[config.mk]
export PLATFORM = sky130hd
export DESIGN_NAME = qm_pipeline_flat
export DESIGN_NICKNAME = d
export VERILOG_FILES = /design/src/rtl/qm_pipeline_pkg.sv /design/src/rtl/qm_pipeline_if.sv /design/src/rtl/qm_pipeline_stage.sv /design/src/rtl/qm_pipeline.sv /design/src/flat_wrapper.sv
export SDC_FILE = /design/constraint.sdc
export NUM_CORES = 1
export LEC_CHECK = 0
export ABC_CLOCK_PERIOD_IN_PS = 4400
export BUFFER_PORTS_ARGS = -buffer_cell sky130_fd_sc_hd__clkbuf_2
export CAP_MARGIN = 5
export CORE_UTILIZATION = 45
export DETAILED_ROUTE_END_ITERATION = 10
export PLACE_DENSITY = 0.69
export SLEW_MARGIN = 20
export SYNTH_ARGS = -nofsm -noshare
export SYNTH_HDL_FRONTEND = slang
export SYNTH_SLANG_ARGS = --single-unit
[constraint.sdc]
create_clock -name clk -period 4.4 [get_ports clk]
set_clock_uncertainty 0.2 [all_clocks]
set_input_delay 0.44 -clock clk [delete_from_list [all_inputs] [get_ports clk]]
set_output_delay 0.44 -clock clk [all_outputs]
set_load 0.1 [all_outputs]
[src/rtl/qm_pipeline_pkg.sv]
// Shared constants for the qm pipeline-register bank.
package qm_pipeline_pkg;

    localparam int unsigned STAGES_MAX = 8;
    localparam int unsigned WIDTH_DEF  = 64;
    localparam int unsigned CNT_W_DEF  = 32;

endpackage

[src/rtl/qm_pipeline_if.sv]
// Producer-side handshake into register 0 of the pipeline bank.
interface qm_pipeline_if #(
    parameter int unsigned WIDTH = 64
);
    logic             i_Valid;
    logic [WIDTH-1:0] i_Data;
    logic             o_Ready;

    modport master (
        output i_Valid,
        output i_Data,
        input  o_Ready
    );

    modport slave (
        input  i_Valid,
        input  i_Data,
        output o_Ready
    );
endinterface

[src/rtl/qm_pipeline_stage.sv]
// One valid/data pipeline register: hold, load a bubble, or load the source.
module qm_pipeline_stage #(
    parameter int unsigned WIDTH = 64
) (
    input  logic             clk,
    input  logic             reset,
    input  logic             hold,
    input  logic             bubble,
    input  logic             src_valid,
    input  logic [WIDTH-1:0] src_data,
    output logic             valid,
    output logic [WIDTH-1:0] data
);

    always_ff @(posedge clk) begin
        if (reset) begin
            valid <= 1'b0;
            data  <= '0;
        end else if (!hold) begin
            if (bubble) begin
                valid <= 1'b0;
                data  <= '0;
            end else begin
                valid <= src_valid;
                data  <= src_data;
            end
        end
    end

endmodule

[src/rtl/qm_pipeline.sv]
// N-stage pipeline-register bank with stall backpressure, branch flush and
// retire/bubble/flush performance counters.
module qm_pipeline
    import qm_pipeline_pkg::*;
#(
    parameter int unsigned STAGES = 4,
    parameter int unsigned WIDTH  = WIDTH_DEF,
    parameter int unsigned CNT_W  = CNT_W_DEF
) (
    input  logic                    clk,
    input  logic                    reset,
    qm_pipeline_if.slave            bus,
    input  logic [STAGES-1:0]       i_Stall,
    input  logic [STAGES-1:0]       i_Flush,
    output logic [STAGES-1:0]       o_Valid,
    output logic [STAGES*WIDTH-1:0] o_Data,
    output logic [CNT_W-1:0]        o_RetireCount,
    output logic [CNT_W-1:0]        o_BubbleCount,
    output logic [CNT_W-1:0]        o_FlushCount
);

    if (STAGES < 2 || STAGES > STAGES_MAX) begin : g_bad_stages
        $error("qm_pipeline: STAGES out of range");
    end

    logic [STAGES-1:0] valid_q;
    logic [WIDTH-1:0]  data_q [STAGES];
    logic [STAGES-1:0] stall_e;
    logic [STAGES-1:0] flush_e;
    logic [STAGES-1:0] kill;
    logic [STAGES-1:0] hold;
    logic              any_flush;

    logic [CNT_W-1:0] retire_q;
    logic [CNT_W-1:0] bubble_q;
    logic [CNT_W-1:0] flush_q;

    // kill[k] is set when any older register flushes; hold ripples down from the oldest stage.
    always_comb begin
        stall_e   = valid_q & i_Stall;
        flush_e   = valid_q & i_Flush;
        any_flush = |flush_e;
        kill      = '0;
        hold      = '0;
        hold[STAGES-1] = stall_e[STAGES-1];
        for (int k = int'(STAGES) - 2; k >= 0; k--) begin
            kill[k] = kill[k+1] | flush_e[k+1];
            hold[k] = valid_q[k] && (stall_e[k] || hold[k+1]) && !kill[k];
        end
    end

    assign bus.o_Ready = !hold[0] && !any_flush;

    for (genvar k = 0; k < STAGES; k++) begin : g_stage
        logic             src_valid;
        logic [WIDTH-1:0] src_data;
        logic             src_bubble;

        if (k == 0) begin : g_head
            assign src_valid  = bus.i_Valid;
            assign src_data   = bus.i_Data;
            assign src_bubble = any_flush;
        end else begin : g_body
            assign src_valid  = valid_q[k-1];
            assign src_data   = data_q[k-1];
            assign src_bubble = kill[k-1] | hold[k-1];
        end

        qm_pipeline_stage #(
            .WIDTH(WIDTH)
        ) u_stage (
            .clk       (clk),
            .reset     (reset),
            .hold      (hold[k]),
            .bubble    (src_bubble),
            .src_valid (src_valid),
            .src_data  (src_data),
            .valid     (valid_q[k]),
            .data      (data_q[k])
        );

        assign o_Data[k*WIDTH +: WIDTH] = data_q[k];
    end

    always_ff @(posedge clk) begin
        if (reset) begin
            retire_q <= '0;
            bubble_q <= '0;
            flush_q  <= '0;
        end else begin
            if (valid_q[STAGES-1] && !hold[STAGES-1]) begin
                retire_q <= retire_q + CNT_W'(1);
            end
            if (!valid_q[STAGES-1]) begin
                bubble_q <= bubble_q + CNT_W'(1);
            end
            if (any_flush) begin
                flush_q <= flush_q + CNT_W'(1);
            end
        end
    end

    assign o_Valid       = valid_q;
    assign o_RetireCount = retire_q;
    assign o_BubbleCount = bubble_q;
    assign o_FlushCount  = flush_q;

endmodule

[src/flat_wrapper.sv]
// flat-port wrapper written by rule: the top's interface ports become plain ports
module qm_pipeline_flat import qm_pipeline_pkg::*;
#(
    parameter int unsigned STAGES = 4,
    parameter int unsigned WIDTH  = WIDTH_DEF,
    parameter int unsigned CNT_W  = CNT_W_DEF
)
  (clk, reset, i_Stall, i_Flush, o_Valid, o_Data, o_RetireCount, o_BubbleCount, o_FlushCount, bus_i_Valid, bus_i_Data, bus_o_Ready);
  qm_pipeline_if #(.WIDTH(WIDTH)) bus_i ();
  input  logic clk;
  input  logic reset;
  input  logic [STAGES-1:0] i_Stall;
  input  logic [STAGES-1:0] i_Flush;
  output logic [STAGES-1:0] o_Valid;
  output logic [STAGES*WIDTH-1:0] o_Data;
  output logic [CNT_W-1:0] o_RetireCount;
  output logic [CNT_W-1:0] o_BubbleCount;
  output logic [CNT_W-1:0] o_FlushCount;
  input wire logic [$bits(bus_i.i_Valid)-1:0] bus_i_Valid;
  input wire logic [$bits(bus_i.i_Data)-1:0] bus_i_Data;
  output wire logic [$bits(bus_i.o_Ready)-1:0] bus_o_Ready;
  assign bus_i.i_Valid = bus_i_Valid;
  assign bus_i.i_Data = bus_i_Data;
  assign bus_o_Ready = bus_i.o_Ready;
  qm_pipeline #(.STAGES(STAGES), .WIDTH(WIDTH), .CNT_W(CNT_W)) u_core (.clk(clk), .reset(reset), .bus(bus_i), .i_Stall(i_Stall), .i_Flush(i_Flush), .o_Valid(o_Valid), .o_Data(o_Data), .o_RetireCount(o_RetireCount), .o_BubbleCount(o_BubbleCount), .o_FlushCount(o_FlushCount));
endmodule
==> results.yml <==
timing:
  setup_tns_ns: 0
  worstMarginPinSlew_ns: 0.868
  fmax_ghz: 0.311
  finalSetupViolations: 0
  rsz0062_at_grt: "false"
  hold_violations: 0
  drv_slew: 0
  whs_ns: 0.0159
  min_period_over_period_pct: 73.1
  fin_crit_ns: 3.22
  relSlewSlack_pct: 42.1
setup_path:
  rrSetupSlack_ns: 1.68
  cp_max_fo: 16
  crit_path_start_kind: "flop"
  worstPathRequired_ns: 3.76
  path_class: "flop to primary output"
  critical_path_arrival_ns: 2.58
  cp-end-kind: "primary output"
  ff2ff_path_depth: 5
  r2r-end: "u_core.g_stage[2].u_stage.data[21]$_SDFFE_PP0N_"
  regToRegStartpoint: "u_core.g_stage[3].u_stage.valid$_SDFFE_PP0N_"
clocking:
  htreeDepth: 2
  cts_sinks: 356
  cts_made_buffers: 39
  cts_tree: "yes"
  path_clk_slew_ns: 0.06
  clockBufferDepth: 3
  clock_latency_ns: 0.52
  post_cts_buffers: 0
  cts-root-buf: "clkbuf_16"
grt:
  grt_overflow_total: 0
  antenna_found_initial: 2
  track_usage_pct: 27.3
  grt_pass1_vias: 12100
  grt_max_degree: 132
  grt_pass1_wl_um: 68200
routing:
  drcViolationCount: 0
  drt-initial-drc-count: 987
  first_pass_iters: 5
  vias: 13400
  via_per_inst: 5.85
  ant_nets: 0
  drt-total-wl_um: 44500
  wl_per_cell_um: 19.5
synth:
  syn_area_um2: 13700
  synth_fp_nets: 1533
  avgSynthCellArea_um2: 9.39
  synth_edf_count: 0
  synth-seq-cells: 356
  synthFlopType: "dfxtp_1"
  synth_top_area_share_pct: 52.1
  async_reset_ff_share_pct: 0
  yosysWarnings: 0
  synthTopCellsByArea: "dfxtp_1 (52%), a22oi_1 (7.1%), nor2_1 (5.0%)"
  ys_seq_area_share_pct: 52.1
  synth_top_cell_by_area: "dfxtp_1"
  syn_inst: 1455
  synthDistinctLibCells: 51
floorplanning:
  pin_count: 432
  initial_core_util_pct: 45.9
  die_w_um: 176
  die_h_um: 176
  rows: 63
  core_area_um2: 29800
  design.die.area_um2: 31100
finish:
  area_delta_synth_final_pct: 30.1
  layout.nets: 1944
  multiInputGateArea_um2: 6010
  drive_gt1_share_pct: 28.7
  seqCellArea_um2: 7130
  fill_cells: 2590
pwr:
  cellLeakagePower_uw: 0.00728
  p_per_area_nw_per_um2: 450
  power_uw: 8010
  peakVddDrop_uv: 303
min_path:
  hold_end: "u_core.g_stage[0].u_stage.data[30]$_SDFFE_PP0N_"
  holdPathStages: 3
  min_from: "bus_i_Data[30]"
  hold_path.class: "input port to flop"
flow_run:
  maxCapViolations: 0
placed_design:
  dpl.hpwl_um: 29300
  io_buffers: 431
  gp_congestion: 0.915
outcome:
  run_status: "complete, no violations"
how the worst max path moves through the flow:
stage	startpoint	end	slack, ns
2_1_floorplan	u_core.o_RetireCount[11]$_SDFFE_PP0P_	u_core.o_RetireCount[27]$_SDFFE_PP0P_	1.49
3_3_place_gp	i_Flush[3]	u_core.g_stage[2].u_stage.data[3]$_SDFFE_PP0N_	1.64
3_5_place_dp	i_Flush[3]	u_core.g_stage[2].u_stage.data[21]$_SDFFE_PP0N_	1.63
4_1_cts	u_core.g_stage[3].u_stage.valid$_SDFFE_PP0N_	bus_o_Ready	1.16
5_1_grt	u_core.g_stage[3].u_stage.valid$_SDFFE_PP0N_	bus_o_Ready	0.99
6_report	u_core.g_stage[3].u_stage.valid$_SDFFE_PP0N_	bus_o_Ready	1.18
registers in the layout (all words and copies together), names as in the netlist:
register,count
u_core.g_stage.u_stage.valid,4
u_core.g_stage.u_stage.data,256
u_core.o_BubbleCount,32
u_core.o_RetireCount,32
u_core.o_FlushCount,32
logic make-up (layout without fill, tap and decap cells):
logic type	count (synthesis)	in the layout	synth area share [%]
fa+ha+maj	3	3	0.275
buf+inv	147	583	4.49
compound gates	440	440	22.6
other cells	0	1	0
simple gates	459	459	16.9
flops	356	356	52.1
mux	22	22	1.78
xor+xnor	28	28	1.79
synthesized netlist by cell type, types with 11 or more instances:
library cell	number
buf_2	21
nand2_1	31
o31ai_1	30
nor3_1	11
a22o_1	66
mux2_2	19
o21ai_0	18
xor2_1	19
dfxtp_1	356
clkbuf_1	92
a22oi_1	129
a21oi_1	115
o211ai_1	64
nand4_1	23
nor2_1	182
or3_1	18
nor2b_1	19
inv_1	14
or4_1	33
nor4_1	11
and4_1	12
nand3_1	94
per-layer routing:
metal / routed length, µm / track usage (%) / part of all wire, %
met3: 3480 / 5.51 / 7.8
met2: 20800 / 43.9 / 47
met1: 18400 / 35.4 / 41
met4: 1880 / 11.9 / 4.2
met5: 10 / 0 / 0.022
cell type report:
type	instances	area share (%)
antenna	1	0.0141
clock buffer	59	6.65
clock inverter	7	0.492
inverter	14	0.295
multi-input combinational	952	33.8
sequential	356	40.1
tap	390	2.74
timing repair buffer	503	16.0
critical path: stages, from the launching register on:
cell      delay (ns)
dfxtp_1         0.64
a21boi_1        0.36
a211o_2         0.39
nand2_1         0.08
and2_1          0.13
clkbuf_2        0.46
placed cells by master (no fill, tap or decap), types with 12 or more instances in the layout:
cell type      netlist  routed
a21oi_1            115     114
or4_1               33      33
clkbuf_16            0      41
nor2b_1             19      19
or3_1               18      18
nand2_1             31      31
o21ai_0             18      18
o31ai_1             30      30
a22o_1              66      66
nand4_1             23      23
inv_1               14      14
buf_4                6      18
xor2_1              19      19
and4_1              12      12
nor2_1             182     181
mux2_2              19      19
o211ai_1            64      64
dlygate4sd3_1        0      54
a22oi_1            129     129
nand3_1             94      94
clkbuf_2             4     430
dfxtp_1            356     356
report_power, final:
part	switching [µW]	internal [µW]
combinational	1100	236
clock	1270	1960
sequential	103	3330
metrics by stage:
stage / utilization, % / cells / setup slack (ns) / cell area [µm²]
2_1_floorplan: - / 1455 / 1.49 / 13700
3_3_place_gp: 53.6 / 2161 / 1.64 / 16000
3_5_place_dp: 53.6 / 2161 / 1.63 / 16000
4_1_cts: 59.7 / 2281 / 1.16 / 17800
5_1_grt: 59.7 / 2282 / 0.990 / 17800
6_report: 59.7 / 2282 / 1.18 / 17800
timing repair:
action	CTS	global route
hold endpoints to repair	54	0
resized for setup	0	0
endpoints found under the setup margin	0	0
hold buffers	54	0
Note: power is estimated with default switching activity, not from simulation.
